===== config.mk =====
export PLATFORM = sky130hd
export DESIGN_NAME = multicycle_controller
export DESIGN_NICKNAME = d
export VERILOG_FILES = /design/src/rtl/ctrl_pkg.sv /design/src/rtl/alu_decoder.sv /design/src/rtl/multicycle_controller.sv
export SDC_FILE = /design/constraint.sdc
export NUM_CORES = 1
export LEC_CHECK = 0
export BUFFER_PORTS_ARGS = -buffer_cell sky130_fd_sc_hd__buf_2
export CAP_MARGIN = 20
export CORE_MARGIN = 2
export CORE_UTILIZATION = 46
export DETAILED_ROUTE_END_ITERATION = 6
export PLACE_DENSITY = 0.83
export SYNTH_ARGS = -nofsm -noshare
export SYNTH_HDL_FRONTEND = slang
export SYNTH_SLANG_ARGS = --single-unit

===== constraint.sdc =====
create_clock -name clk -period 2.85 [get_ports clk]
set_input_delay 0.57 -clock clk [delete_from_list [all_inputs] [get_ports clk]]
set_output_delay 0.57 -clock clk [all_outputs]
set_load 0.05 [all_outputs]

===== src/rtl/ctrl_pkg.sv =====
// Shared definitions for the multi-cycle RV32I control path: state encodings,
// opcode constants, ALU control codes and datapath mux select values.
// Optional build macro: CTRL_ILLEGAL_TRAP_EN adds the TRAP state (11).
package ctrl_pkg;

  typedef enum logic [3:0] {
    S_FETCH    = 4'd0,
    S_DECODE   = 4'd1,
    S_MEMADR   = 4'd2,
    S_MEMREAD  = 4'd3,
    S_MEMWB    = 4'd4,
    S_MEMWRITE = 4'd5,
    S_EXEC_R   = 4'd6,
    S_EXEC_I   = 4'd7,
    S_ALUWB    = 4'd8,
    S_BEQ      = 4'd9,
    S_JAL      = 4'd10
`ifdef CTRL_ILLEGAL_TRAP_EN
    , S_TRAP   = 4'd11
`endif
  } state_t;

  // Major opcodes of the supported instruction subset
  localparam logic [6:0] OP_LW  = 7'b0000011;
  localparam logic [6:0] OP_SW  = 7'b0100011;
  localparam logic [6:0] OP_R   = 7'b0110011;
  localparam logic [6:0] OP_I   = 7'b0010011;
  localparam logic [6:0] OP_BEQ = 7'b1100011;
  localparam logic [6:0] OP_JAL = 7'b1101111;

  // ALU operation codes seen by the datapath ALU
  localparam logic [2:0] ALU_ADD = 3'b000;
  localparam logic [2:0] ALU_SUB = 3'b001;
  localparam logic [2:0] ALU_AND = 3'b010;
  localparam logic [2:0] ALU_OR  = 3'b011;
  localparam logic [2:0] ALU_SLT = 3'b101;

  // Coarse ALU request from the FSM, refined by alu_decoder
  typedef enum logic [1:0] {
    ALUOP_ADD   = 2'b00,
    ALUOP_SUB   = 2'b01,
    ALUOP_FUNCT = 2'b10
  } alu_op_t;

  // Result mux
  localparam logic [1:0] RES_ALUOUT    = 2'b00;
  localparam logic [1:0] RES_MEMDATA   = 2'b01;
  localparam logic [1:0] RES_ALURESULT = 2'b10;

  // ALU A mux
  localparam logic [1:0] SRCA_PC    = 2'b00;
  localparam logic [1:0] SRCA_OLDPC = 2'b01;
  localparam logic [1:0] SRCA_RS1   = 2'b10;

  // ALU B mux
  localparam logic [1:0] SRCB_RS2  = 2'b00;
  localparam logic [1:0] SRCB_IMM  = 2'b01;
  localparam logic [1:0] SRCB_FOUR = 2'b10;

  // Immediate extender format
  localparam logic [1:0] IMM_I = 2'b00;
  localparam logic [1:0] IMM_S = 2'b01;
  localparam logic [1:0] IMM_B = 2'b10;
  localparam logic [1:0] IMM_J = 2'b11;

  // Immediate format implied by an opcode
  function automatic logic [1:0] imm_src_for(input logic [6:0] opcode);
    case (opcode)
      OP_SW:   return IMM_S;
      OP_BEQ:  return IMM_B;
      OP_JAL:  return IMM_J;
      default: return IMM_I;
    endcase
  endfunction

endpackage


===== src/rtl/alu_decoder.sv =====
// Combinational ALU decoder: turns the FSM's coarse ALU request plus the
// instruction's funct fields into the 3-bit ALU operation code.
module alu_decoder
  import ctrl_pkg::*;
(
  input  alu_op_t     alu_op,
  input  logic [2:0]  funct3,
  input  logic        funct7b5,
  input  logic        op5,
  output logic [2:0]  alu_control
);

  // Only R-type (opcode bit 5 set) may select subtract through funct7
  always_comb begin
    alu_control = ALU_ADD;
    case (alu_op)
      ALUOP_ADD: alu_control = ALU_ADD;
      ALUOP_SUB: alu_control = ALU_SUB;
      ALUOP_FUNCT: begin
        case (funct3)
          3'b000:  alu_control = (op5 && funct7b5) ? ALU_SUB : ALU_ADD;
          3'b010:  alu_control = ALU_SLT;
          3'b110:  alu_control = ALU_OR;
          3'b111:  alu_control = ALU_AND;
          default: alu_control = ALU_ADD;
        endcase
      end
      default: alu_control = ALU_ADD;
    endcase
  end

endmodule


===== src/rtl/multicycle_controller.sv =====
// Multi-cycle RV32I control FSM: sequences the shared ALU and memory, stalls
// on in_mem_ready, and drives datapath enables and mux selects each cycle.
// Optional build macro: CTRL_ILLEGAL_TRAP_EN (unknown opcodes park in TRAP).
module multicycle_controller
  import ctrl_pkg::*;
#(
  parameter logic [3:0] RESET_STATE = 4'd0
) (
  input  logic        clk,
  input  logic        reset,
  input  logic [6:0]  in_opcode,
  input  logic [2:0]  in_funct3,
  input  logic        in_funct7b5,
  input  logic        in_zero,
  input  logic        in_mem_ready,
  output logic        out_pc_write,
  output logic        out_ir_write,
  output logic        out_adr_src,
  output logic        out_mem_write,
  output logic        out_reg_write,
  output logic [1:0]  out_result_src,
  output logic [1:0]  out_alu_src_a,
  output logic [1:0]  out_alu_src_b,
  output logic [2:0]  out_alu_control,
  output logic [1:0]  out_imm_src,
  output logic [3:0]  out_state,
  output logic        out_illegal
);

  state_t  state_q;
  state_t  state_d;
  alu_op_t alu_op;
  logic    pc_write_c;
  logic    ir_write_c;
  logic    mem_write_c;
  logic    reg_write_c;

  // State register, cleared asynchronously so a reset aborts any instruction
  always_ff @(posedge clk or negedge reset) begin
    if (!reset) state_q <= state_t'(RESET_STATE);
    else        state_q <= state_d;
  end

  // Next-state and Moore output decode; enables default off in every state
  always_comb begin
    state_d        = S_FETCH;
    pc_write_c     = 1'b0;
    ir_write_c     = 1'b0;
    mem_write_c    = 1'b0;
    reg_write_c    = 1'b0;
    out_adr_src    = 1'b0;
    out_result_src = RES_ALUOUT;
    out_alu_src_a  = SRCA_PC;
    out_alu_src_b  = SRCB_RS2;
    out_imm_src    = IMM_I;
    alu_op         = ALUOP_ADD;
    case (state_q)
      S_FETCH: begin
        out_alu_src_b  = SRCB_FOUR;
        out_result_src = RES_ALURESULT;
        pc_write_c     = in_mem_ready;
        ir_write_c     = in_mem_ready;
        state_d        = in_mem_ready ? S_DECODE : S_FETCH;
      end
      S_DECODE: begin
        out_alu_src_a = SRCA_OLDPC;
        out_alu_src_b = SRCB_IMM;
        out_imm_src   = imm_src_for(in_opcode);
        case (in_opcode)
          OP_LW, OP_SW: state_d = S_MEMADR;
          OP_R:         state_d = S_EXEC_R;
          OP_I:         state_d = S_EXEC_I;
          OP_BEQ:       state_d = S_BEQ;
          OP_JAL:       state_d = S_JAL;
`ifdef CTRL_ILLEGAL_TRAP_EN
          default:      state_d = S_TRAP;
`else
          default:      state_d = S_FETCH;
`endif
        endcase
      end
      S_MEMADR: begin
        out_alu_src_a = SRCA_RS1;
        out_alu_src_b = SRCB_IMM;
        out_imm_src   = imm_src_for(in_opcode);
        if (in_opcode == OP_LW)      state_d = S_MEMREAD;
        else if (in_opcode == OP_SW) state_d = S_MEMWRITE;
        else                         state_d = S_FETCH;
      end
      S_MEMREAD: begin
        out_adr_src = 1'b1;
        state_d     = in_mem_ready ? S_MEMWB : S_MEMREAD;
      end
      S_MEMWB: begin
        out_result_src = RES_MEMDATA;
        reg_write_c    = 1'b1;
        state_d        = S_FETCH;
      end
      S_MEMWRITE: begin
        out_adr_src = 1'b1;
        mem_write_c = 1'b1;
        state_d     = in_mem_ready ? S_FETCH : S_MEMWRITE;
      end
      S_EXEC_R: begin
        out_alu_src_a = SRCA_RS1;
        out_alu_src_b = SRCB_RS2;
        alu_op        = ALUOP_FUNCT;
        state_d       = S_ALUWB;
      end
      S_EXEC_I: begin
        out_alu_src_a = SRCA_RS1;
        out_alu_src_b = SRCB_IMM;
        out_imm_src   = imm_src_for(in_opcode);
        alu_op        = ALUOP_FUNCT;
        state_d       = S_ALUWB;
      end
      S_ALUWB: begin
        out_result_src = RES_ALUOUT;
        reg_write_c    = 1'b1;
        state_d        = S_FETCH;
      end
      S_BEQ: begin
        out_alu_src_a  = SRCA_RS1;
        out_alu_src_b  = SRCB_RS2;
        alu_op         = ALUOP_SUB;
        out_result_src = RES_ALUOUT;
        pc_write_c     = in_zero;
        state_d        = S_FETCH;
      end
      S_JAL: begin
        out_alu_src_a  = SRCA_OLDPC;
        out_alu_src_b  = SRCB_FOUR;
        out_result_src = RES_ALUOUT;
        pc_write_c     = 1'b1;
        state_d        = S_ALUWB;
      end
`ifdef CTRL_ILLEGAL_TRAP_EN
      S_TRAP: begin
        state_d = S_TRAP;
      end
`endif
      default: begin
        state_d = S_FETCH;
      end
    endcase
  end

  alu_decoder u_alu_decoder (
    .alu_op      (alu_op),
    .funct3      (in_funct3),
    .funct7b5    (in_funct7b5),
    .op5         (in_opcode[5]),
    .alu_control (out_alu_control)
  );

  // Architectural writes are masked while reset is held low
  assign out_pc_write  = pc_write_c  & reset;
  assign out_ir_write  = ir_write_c  & reset;
  assign out_mem_write = mem_write_c & reset;
  assign out_reg_write = reg_write_c & reset;
  assign out_state     = state_q;

`ifdef CTRL_ILLEGAL_TRAP_EN
  assign out_illegal = (state_q == S_TRAP);
`else
  assign out_illegal = 1'b0;
`endif

endmodule


# Word-level counts from Yosys, hierarchy flattened
# Cells that the tools add are included.
[word_totals]
regBits = 4
latchBits = 0
mem_bits_rw = 0
rom_bits = 0
input_bits = 15
output_inout_bits = 21
elab_cells = 59
n_memories = 0
[op_classes]
add_sub_neg = 0
multipliers = 0
div_mod_pow = 0
order_cmp = 0
eq_ne = 21
shift = 0
n_mux = 21
n_bitwise = 4
n_reduce_logical = 12
[op_table]
columns = ["op", "count"]
rows = [
  ["$pmux 4 s6", 1],
  ["$pmux 4 s5", 1],
  ["$eq 4x3->1 const B", 4],
  ["$pmux 2 s2", 4],
  ["$eq 7x6->1 const B", 2],
  ["$eq 7x7->1 const B", 2],
  ["$eq 4x4->1 const B", 3],
  ["$mux 3", 4],
  ["$pmux 3 s4", 1],
  ["$reduce_or 2->1", 6],
  ["$eq 4x2->1 const B", 2],
  ["$eq 7x2->1 const B", 1],
  ["$eq 7x5->1 const B", 1],
  ["$eq 3x3->1 const B", 2],
  ["$mux 1", 6],
  ["$pmux 2 s3", 1],
  ["$pmux 3 s2", 1],
  ["$reduce_or 3->1", 2],
  ["$and 1x1->1", 4],
  ["$eq 4x1->1 const B", 1],
  ["$logic_not 4->1", 1],
  ["$reduce_or 4->1", 1],
  ["$eq 3x2->1 const B", 1],
  ["$logic_not 3->1", 1],
  ["other kinds (5)", 5],
]

# Depth between registers and ports, before layout
# Gate-level depths: netlist (run 1).
[logic_depth]
depth_word = 5
ltp_mapped = 8

# By module
# From an unflattened synthesis (run 1), not the netlist that was laid out.
[hier_totals]
cells_unflattened = 85
hier_area_um2 = 650.6
[by_module_without_submodules]
columns = ["module", "instances", "cells_per_inst", "area_per_inst_um2", "seq_area_each_um2"]
rows = [
  ["multicycle_controller", 1, 74, 554.3, 100.1],
  ["alu_decoder", 1, 11, 96.3, 0.0],
]

# Worst setup path after synthesis (run 1)
# OpenSTA, ideal clock, no wires.
[synth_timing]
kind = "reg-to-output"
start = "reg state_q[0] (netlist: out_state[0])"
end = "out out_alu_control[2]"
t_arrival_ns = 2.873
slack_ns = -0.593
stages_incl_launch_ff = 7
path_buffers = 1
path_cell_list = "dfrtp_1 > buf_6 > and2b_4 > nand2_2 > inv_2 > ha_1 > nor4_1"
[synth_between]
elab_chain_len = 5
elab_cells_between_ends = 8
cone_classes = "eq/ne (5); mux (2); reduce/logical (1)"
[synth_lines]
columns = ["item", "line_no", "source"]
rows = [
  ["start, declared", "multicycle_controller.sv:30", "state_t state_q;"],
  ["start signal, assigned", "multicycle_controller.sv:40", "if (!reset) state_q <= state_t'(RESET_STATE);"],
  ["start signal, assigned", "multicycle_controller.sv:41", "else state_q <= state_d;"],
  ["$eq 4x3->1", "multicycle_controller.sv:57", "case (state_q)"],
  ["$reduce_or 2->1 (no source line)", "n/a", ""],
  ["$pmux 2 s2 (*)", "multicycle_controller.sv:57", ""],
  ["$eq 2x2->1 / $eq 2x1->1 (equally long branches)", "alu_decoder.sv:16", "case (alu_op)"],
  ["$pmux 3 s2 (*)", "alu_decoder.sv:16", ""],
  ["end, declared", "multicycle_controller.sv:24", "output logic [2:0] out_alu_control,"],
]
# Every way passes the cells marked *; elsewhere a longest branch is shown, timed or not.

# Final worst setup path (run 1)
[layout_timing]
start = "reg state_q[2] (netlist: out_state[2])"
end = "out out_alu_control[0]"
# Same word-level chain as after synthesis.

==> reports/metrics.cfg, run 1 <==
[cts]
clkTransAtPathRegs_ns=0.04
root_buffer=clkbuf_4
cts_buffer_depth=2
insertion_delay_ns=0.24
hold_buffers=0
clkSinkCount=4
htree_num_levels=1
cts_tree=yes
numCtsBuffers=3

[critical_path]
crit_required_ns=2.28
r2r-start=out_state[0]
end_kind=primary output
ff2ff_path_depth=5
cp_slowest_stage_delay_ns=0.50
path_cells=nor2b_1 > nand2_1 > inv_1 > ha_1 > nand3_1 > nor3_1 > nor3_1 > nor2_1 > buf_2
crit_path_start_kind=flop
r2r_end=out_state[0]
worst-setup-path-type=flop to primary output
crit_fanout=14
r2r_setup_slack_ns=1.48
critPathSlowestCell=dfrtp_2
cp_common_cell=nor3_1
crit_arrival_ns=2.09

[route]
drt_first_pass_iters=4
drtIter0Drc=24
drc=0
num_vias=745
routedWlPerCell_um=12.2
post_drt_via_cell_ratio=5.48
drt_wl_total_um=1660
antenna_left=0

[synth]
synthTopCellsByArea=dfrtp_1, nor4_4, nor3_1
synth-edff-count=0
avgSynthCellArea_um2=7.45
synth_top_family_by_area=simple AND/OR/NAND/NOR gates
yosysSeqAreaShare=0.156
yosysUniqueCellTypes=35
syn_nets=103
synth_top_area_frac=0.156
synth_compound_area_frac=0.111
syn_area_um2=641
yosysWarningCount=0
ys_seq_elements=4
synthAdderAreaFrac=0.0391
synth_common_cells=nor2_1, nor3_1, nand2_1
synthSimpleGateAreaFrac=0.543
async_reset_ff_frac=1.00
synth_xor_xnor_area_share=0.0410
synthMuxAreaShare=0.0156
yosysMostFrequentCell=nor2_1
syn_inst=86
synth_top_cell_by_area=dfrtp_1
ys.flop_type=dfrtp_1

[place]
place_ws_ns=0.417
portBuffers=34
dp.cells=133
gp_congestion=0.835
hpwl_um=1290
dpl-instance-area_um2=822

[timing]
rsz0062_at_grt=no
finalCritPeriodShare=0.934
finalSetupTns_ns=0
worst_slack_ns=0.188
finalHoldViolations=0
clock_skew_ns=0.00211
hold-worst-slack_ns=0.157
finalSetupViolCount=0
drv_slew=0
finalCriticalPeriod_ns=2.66
fmax_mhz=376

[global_route]
grt_usage=0.216
grt_overflow=0
grt_max_degree=15
antenna_found_initial=0
grt_pass1_wl_um=2440
grt_pass1_vias=566

[pwr]
seq_power_share=0.249
clkPwrFrac=0.301
combinationalPowerShare=0.450
switching_share=0.432
power.switching_mw=0.105
p_leak_nw=0.453
total_power_mw=0.243
ir_drop_v=0.000188
power.internal_mw=0.138
pwr_density_cell_nw_per_um2=288

[die]
die_area_um2=1710
die_w_um=41.3
pin_count=36
rows=13
initial_utilization=0.492
fp.dieH_um=41.3
coreArea_um2=1300

[final_layout]
finalNetCount=140
antenna_cells=0
final_util=0.650
synthToLayoutAreaGrowth_pct=32.0
largest_reg_flops=4
instances_no_fill=136
final_area_um2=846
drive_gt1_frac=0.430
nFillCells=121

[status]
status=finished, final reports clean

[flow_run]
drv_cap=0

[worst_hold_path]
hold_path_class=input pin to async pin

## power by group through the flow
stage                     combinational, mW  clock (mW)  sequential, mW
after global routing                  0.117      0.0770          0.0610
after floorplan                      0.0732           0          0.0673
after global placement                0.107           0          0.0611
after detailed placement              0.109           0          0.0615
final                                 0.109      0.0732          0.0607
after CTS                             0.109      0.0731          0.0607
## layout make-up
cell class                      count  area [um^2]  share of cell area
Multi-Input combinational cell     74          499               0.590
Timing Repair Buffer               37          193               0.228
Sequential cell                     4          101               0.120
Clock buffer                        3         22.5              0.0266
Tap cell                           15         18.8              0.0222
Inverter                            3         11.3              0.0133
## layer usage
| metal | GRT usage | part of all wire | vias up |
|---|---|---|---|
| met5 | 0 | 0 | - |
| met4 | 0.0484 | 0 | 0 |
| met3 | 0.0319 | 0.069 | 0 |
| met2 | 0.375 | 0.51 | 37 |
| met1 | 0.282 | 0.42 | 331 |
| li1 | - | - | 377 |
## worst max path at each step
stage,from,slack [ns],cells past startpoint,to
2_1_floorplan,out_state[2],0.04,4,out_imm_src[0]
3_3_place_gp,out_state[2],0.52,9,out_alu_control[0]
3_5_place_dp,out_state[2],0.42,9,out_alu_control[0]
4_1_cts,out_state[2],0.11,9,out_alu_control[0]
5_1_grt,out_state[2],0.07,9,out_alu_control[0]
6_report,out_state[2],0.19,9,out_alu_control[0]
## kinds of logic (layout without fill, tap and decap cells)
kind of cell,Yosys count,in the layout
muxes,1,1
other,1,1
and+or+nand+nor,54,54
adders and majority gates,2,2
xor gates and xnor gates,3,3
buffers and inverters,8,43
AOI/OAI and AO/OA,13,13
DFF,4,4
## layout by cell type (no fill, tap or decap)
cell type	n
conb_1	1
dfrtp_2	1
nand3_1	4
and2_4	1
o21ai_1	1
nor3_1	8
xnor2_1	1
o21ai_0	3
xor2_1	2
nand2_1	7
nor3b_1	1
ha_1	2
nand3b_1	1
a21oi_1	6
nand2b_4	1
mux2i_1	1
nor2_1	9
and3b_1	1
or3_1	2
dfrtp_1	3
buf_2	34
nor4_4	3
and3_1	3
nor3_2	2
nor2b_1	3
nand4bb_1	1
inv_2	1
inv_1	2
nand4_1	1
buf_4	3
nand2_2	1
nand2b_1	3
clkbuf_4	3
a31oi_1	2
and2b_4	2
a32oi_1	1
## repair_timing
item | 4_1_cts | 5_1_grt
resized for setup | 0 | 1
hold endpoints to repair | 0 | 0
buffers inserted | 0 | 0
endpoints found under the setup margin | 0 | 1
## critical path, delay by kind of cell (launching register included)
family | cells | cell delay [ns]
simple gates | 6 | 0.78
buf+inv | 2 | 0.38
fa+ha+maj | 1 | 0.20
flops | 1 | 0.50
No activity file was read; power rests on OpenSTA's default activity.
==> run 2, diff against run 1 <==
--- a/config.mk
+++ b/config.mk
@@ -6,8 +6,8 @@
 export NUM_CORES = 1
 export LEC_CHECK = 0
 export BUFFER_PORTS_ARGS = -buffer_cell sky130_fd_sc_hd__buf_2
-export CAP_MARGIN = 20
-export CORE_MARGIN = 2
+export CAP_MARGIN = 15
+export CORE_MARGIN = 10
 export CORE_UTILIZATION = 46
 export DETAILED_ROUTE_END_ITERATION = 6
 export PLACE_DENSITY = 0.83
==> reports/metrics.cfg, run 2 (synthesis gave the netlist of run 1 again) <==
[place]
hpwl_um=1560  ; +21%
gp_congestion=0.818  ; -2.1%
portBuffers=34  ; unchanged
dp.cells=132  ; -0.75%

[cts]
root_buffer=clkbuf_4
cts_buffer_depth=2  ; unchanged
hold_buffers=0  ; unchanged
post_cts_resized=0  ; unchanged
htree_num_levels=1  ; unchanged
post_cts_buffers=0  ; unchanged
insertion_delay_ns=0.25  ; about the same
numCtsBuffers=3  ; unchanged
clkTransAtPathRegs_ns=0.04  ; about the same
cts_tree=yes
clkSinkCount=4  ; unchanged

[critical_path]
end_kind=primary output
r2r_end=out_state[2]
path_cells=and2b_4 > nand2_2 > inv_2 > ha_1 > nor4_4 > buf_2
crit_required_ns=2.28  ; about the same
crit_path_start_kind=flop
worst-setup-path-type=flop to primary output
crit_fanout=13  ; -1
crit_arrival_ns=2.07  ; -0.02 ns
critPathBufInv=2  ; unchanged
setup.worst_path.end=out_alu_control[2]
crit_family=flip-flops
cp_slowest_stage_delay_ns=0.60  ; +0.10 ns
critPathSlowestCell=dfrtp_1
r2r-start=out_state[0]
crit_cells=6  ; -3
r2r_setup_slack_ns=1.37  ; -0.11 ns
crit_path_start=out_state[1]
ff2ff_path_depth=4  ; -1

[final_layout]
final_common_cell=buf_2
multi_input_area_um2=499  ; unchanged
regArea_um2=100  ; -1.2%
instances_no_fill=135  ; -0.74%
finalNetCount=139  ; -0.71%
synthToLayoutAreaGrowth_pct=30.7
final_cell_mix=buf_2, nor2_1, nor3_1, nand2_1, a21oi_1
nFillCells=122  ; +0.83%
drive_gt1_frac=0.417  ; -0.0131
largest_reg_flops=4  ; unchanged
antenna_cells=0  ; unchanged
final_util=0.643  ; -0.00673

[timing]
clock_skew_ns=0.000557  ; -0.00156 ns
fmax_mhz=379  ; +0.83%
finalCritPeriodShare=0.926  ; -0.00769
rsz0062_at_grt=no
drv_slew=0  ; unchanged
finalHoldViolations=0  ; unchanged
finalSetupViolCount=0  ; unchanged
hold-worst-slack_ns=0.148  ; -0.00951 ns
finalSetupTns_ns=0  ; unchanged
finalCriticalPeriod_ns=2.64  ; -0.0219 ns

[global_route]
grt_max_degree=14  ; -1
antenna_found_initial=0  ; unchanged
grt_pass1_wl_um=3040  ; +25%
grt_overflow=0  ; unchanged
grt_pass1_vias=715  ; +26%
grt_usage=0.112  ; -0.105

[route]
routedWlPerCell_um=13.5  ; +10%
drtIter0Drc=8  ; -67%
num_vias=722  ; -3.1%
drc=0  ; unchanged
antenna_left=0  ; unchanged
drt_first_pass_iters=2  ; -2
drt_wl_total_um=1820  ; +9.6%
post_drt_via_cell_ratio=5.35  ; -2.4%

[status]
status=finished, final reports clean

[die]
fp.dieH_um=57.3  ; +39%
pin_count=36  ; unchanged
rows=13  ; unchanged
initial_utilization=0.492  ; unchanged
die_area_um2=3290  ; +92%
coreArea_um2=1300  ; unchanged
die_w_um=57.3  ; +39%

[pwr]
ir_drop_v=0.000170  ; -9.6%
p_leak_nw=0.449  ; -0.74%
total_power_mw=0.242  ; -0.40%
pwr_density_cell_nw_per_um2=289  ; +0.64%

[worst_hold_path]
hold_path_class=input pin to async pin

[flow_run]
drv_cap=0  ; unchanged

## run 2: cell count changes in the layout (fill, tap and decap cells not counted)
cell	before	now
buf_4	3	2
dfrtp_2	1	0
dfrtp_1	3	4
## run 2: how the worst min path moves through the flow
stage                         to   from  depth (start not counted)  slack (ns)
finish              out_state[3]  reset                          1        0.15
global route        out_state[2]  reset                          1        0.16
CTS                 out_state[2]  reset                          1        0.15
detailed placement  out_state[2]  reset                          1        0.41
global placement    out_state[0]  reset                          1        0.40
floorplan           out_state[0]  reset                          0        0.27
## run 2: worst register-to-register path, delay by kind of cell, from the launching register on
family / cells / cell delay, ns
AOI/OAI and AO/OA: 1 / 0.22
DFF: 1 / 0.61
and+or+nand+nor: 3 / 0.52
## run 2: where the power goes
part	leakage (nW)	switching, mW	internal (mW)
clock network	0.0138	0.0278	0.0474
registers	0.0543	0.00647	0.0588
logic	0.381	0.0716	0.0302
total	0.449	0.106	0.136
## run 2: layout make-up
| type | count | share of cell area |
|---|---|---|
| clock buffer | 3 | 0.0269 |
| inverter | 3 | 0.0135 |
| multi-input combinational | 74 | 0.596 |
| sequential | 4 | 0.120 |
| tap | 15 | 0.0224 |
| timing repair buffer | 36 | 0.221 |
## run 2: layer usage
metal  wire [um]  GRT usage  up-vias
met5           0          0        -
met4          27     0.0604        0
met3         125     0.0354        2
met2         906      0.202       24
met1         761      0.110      324
li1            -          -      372
## run 2: through the flow
step	cell area, um^2	worst slack (ns)
after floorplan	656	0.0450
after global routing	837	0.0254
after CTS	837	0.202
after global placement	815	0.514
final	837	0.210
after detailed placement	815	0.474
==> run 3, diff against run 2 <==
--- a/config.mk
+++ b/config.mk
@@ -7,10 +7,13 @@
 export LEC_CHECK = 0
 export BUFFER_PORTS_ARGS = -buffer_cell sky130_fd_sc_hd__buf_2
 export CAP_MARGIN = 15
+export CELL_PAD_IN_SITES_DETAIL_PLACEMENT = 1
+export CELL_PAD_IN_SITES_GLOBAL_PLACEMENT = 1
+export CORE_ASPECT_RATIO = 0.7
 export CORE_MARGIN = 10
-export CORE_UTILIZATION = 46
+export CORE_UTILIZATION = 31
 export DETAILED_ROUTE_END_ITERATION = 6
-export PLACE_DENSITY = 0.83
+export PLACE_DENSITY_LB_ADDON = 0.1
 export SYNTH_ARGS = -nofsm -noshare
 export SYNTH_HDL_FRONTEND = slang
 export SYNTH_SLANG_ARGS = --single-unit
==> reports/metrics.cfg, run 3 (synthesis gave the netlist of run 1 again) <==
[status]
status=finished, final reports clean

[critical_path]
cp_common_cell=nor3_1
r2r_setup_slack_ns=1.48  ; +0.11 ns
crit_path_start_kind=flop
worst-setup-path-type=flop to primary output
crit_fanout=5  ; -8
cp_slowest_stage_delay_ns=0.42  ; -0.18 ns
end_kind=primary output
critPathSlowestCell=dfrtp_1
ff2ff_path_depth=5  ; +1
path_cells=nor2b_1 > nand2_1 > inv_1 > ha_1 > nand3_1 > nor3_1 > nor3_1 > nor2_1 > buf_2
crit_arrival_ns=1.85  ; -0.22 ns
r2r_end=out_state[0]
crit_required_ns=2.28  ; about the same
r2r-start=out_state[3]

[timing]
finalCritPeriodShare=0.849  ; -0.0775
clock_skew_ns=0.000464  ; -0.0000923 ns
rsz0062_at_grt=no
finalSetupViolCount=0  ; unchanged
finalHoldViolations=0  ; unchanged
hold-worst-slack_ns=0.160  ; +0.0122 ns
fmax_mhz=413  ; +9.1%
finalCriticalPeriod_ns=2.42  ; -0.221 ns
drv_slew=0  ; unchanged
finalSetupTns_ns=0  ; unchanged

[final_layout]
finalNetCount=141  ; +1.4%
final_common_cell=buf_2
antenna_cells=0  ; unchanged
synthToLayoutAreaGrowth_pct=34.4
final_cell_mix=buf_2, nor2_1, nor3_1, nand2_1, a21oi_1
largest_reg_flops=4  ; unchanged
final_area_um2=861  ; +2.8%
drive_gt1_frac=0.426  ; +0.00956

[flow_run]
drv_cap=0  ; unchanged

[cts]
hold_buffers=0  ; unchanged
clkSinkCount=4  ; unchanged
post_cts_resized=0  ; unchanged
cts_buffer_depth=2  ; unchanged
post_cts_buffers=0  ; unchanged
clkTransAtPathRegs_ns=0.04  ; about the same
htree_num_levels=1  ; unchanged
root_buffer=clkbuf_4
numCtsBuffers=3  ; unchanged
insertion_delay_ns=0.23  ; -0.02 ns
cts_tree=yes

[route]
drtIter0Drc=16  ; +8
num_vias=754  ; +4.4%
post_drt_via_cell_ratio=5.24  ; -2.1%
routedWlPerCell_um=15.6  ; +16%
antenna_left=0  ; unchanged
drt_wl_total_um=2250  ; +24%
drt_first_pass_iters=4  ; +2
drc=0  ; unchanged

[place]
hpwl_um=1840  ; +18%
gp_congestion=0.747  ; -8.7%
dpl-instance-area_um2=838  ; +2.9%
portBuffers=34  ; unchanged

[global_route]
grt_max_degree=13  ; -1
grt_usage=0.104  ; -0.00785
grt_overflow=0  ; unchanged
antenna_found_initial=0  ; unchanged
grt_pass1_wl_um=3570  ; +17%
grt_pass1_vias=802  ; +12%

[die]
die_area_um2=4310  ; +31%
fp.dieH_um=58.0  ; +1.2%
die_w_um=74.3  ; +30%
initial_utilization=0.337  ; -0.156
coreArea_um2=1900  ; +46%
rows=13  ; unchanged
pin_count=36  ; unchanged

[pwr]
pwr_density_cell_nw_per_um2=281  ; -2.9%
ir_drop_v=0.000147  ; -14%
p_leak_nw=0.460  ; +2.3%

[worst_hold_path]
hold_path_class=input pin to async pin

run 3: worst max path at each step:
stage                              end  cells past startpoint  slack [ns]         start
floorplan               out_imm_src[0]                      4        0.04  out_state[2]
global placement        out_imm_src[1]                      5        0.62  in_opcode[4]
detailed placement      out_imm_src[1]                      5        0.62  in_opcode[4]
CTS                 out_alu_control[0]                      9        0.40  out_state[3]
global route        out_alu_control[0]                      9        0.17  out_state[3]
finish              out_alu_control[0]                      9        0.43  out_state[3]
run 3: through the flow:
stage / util / power, mW / setup WS, ns / cells
after detailed placement: 0.441 / 0.173 / 0.617 / 141
after global placement: 0.441 / 0.172 / 0.622 / 141
final: 0.452 / 0.242 / 0.431 / 144
after CTS: 0.452 / 0.245 / 0.402 / 144
after global routing: 0.452 / 0.258 / 0.170 / 144
after floorplan: - / 0.141 / 0.0450 / 86
run 3: worst max-delay path, delay by kind of cell (launching register included):
kind	cells	cell delay, ns
adders and majority gates	1	0.20
and+or+nand+nor	6	0.64
buffers and inverters	2	0.36
DFF	1	0.42
run 3: layer usage:
metal / share of wire / vias to the layer above / track usage
met1: 0.45 / 361 / 0.118
met3: 0.050 / 2 / 0.0272
met4: 0.013 / 0 / 0.0547
met5: 0 / - / 0
li1: - / 373 / -
met2: 0.49 / 18 / 0.174
run 3: final cells by class:
type / instances / area (um^2)
inverters: 3 / 11.3
well taps: 22 / 27.5
clock buffers: 3 / 22.5
flip-flops and latches: 4 / 100
fillers: 262 / 1040
repair buffers: 38 / 200
multi-input cells: 74 / 499
run 3: where the power goes:
group / switching (mW) / total, mW / leakage, nW / internal (mW)
clock: 0.0227 / 0.0697 / 0.0138 / 0.0471
sequential: 0.00111 / 0.0600 / 0.0543 / 0.0589
combinational: 0.0799 / 0.112 / 0.392 / 0.0323
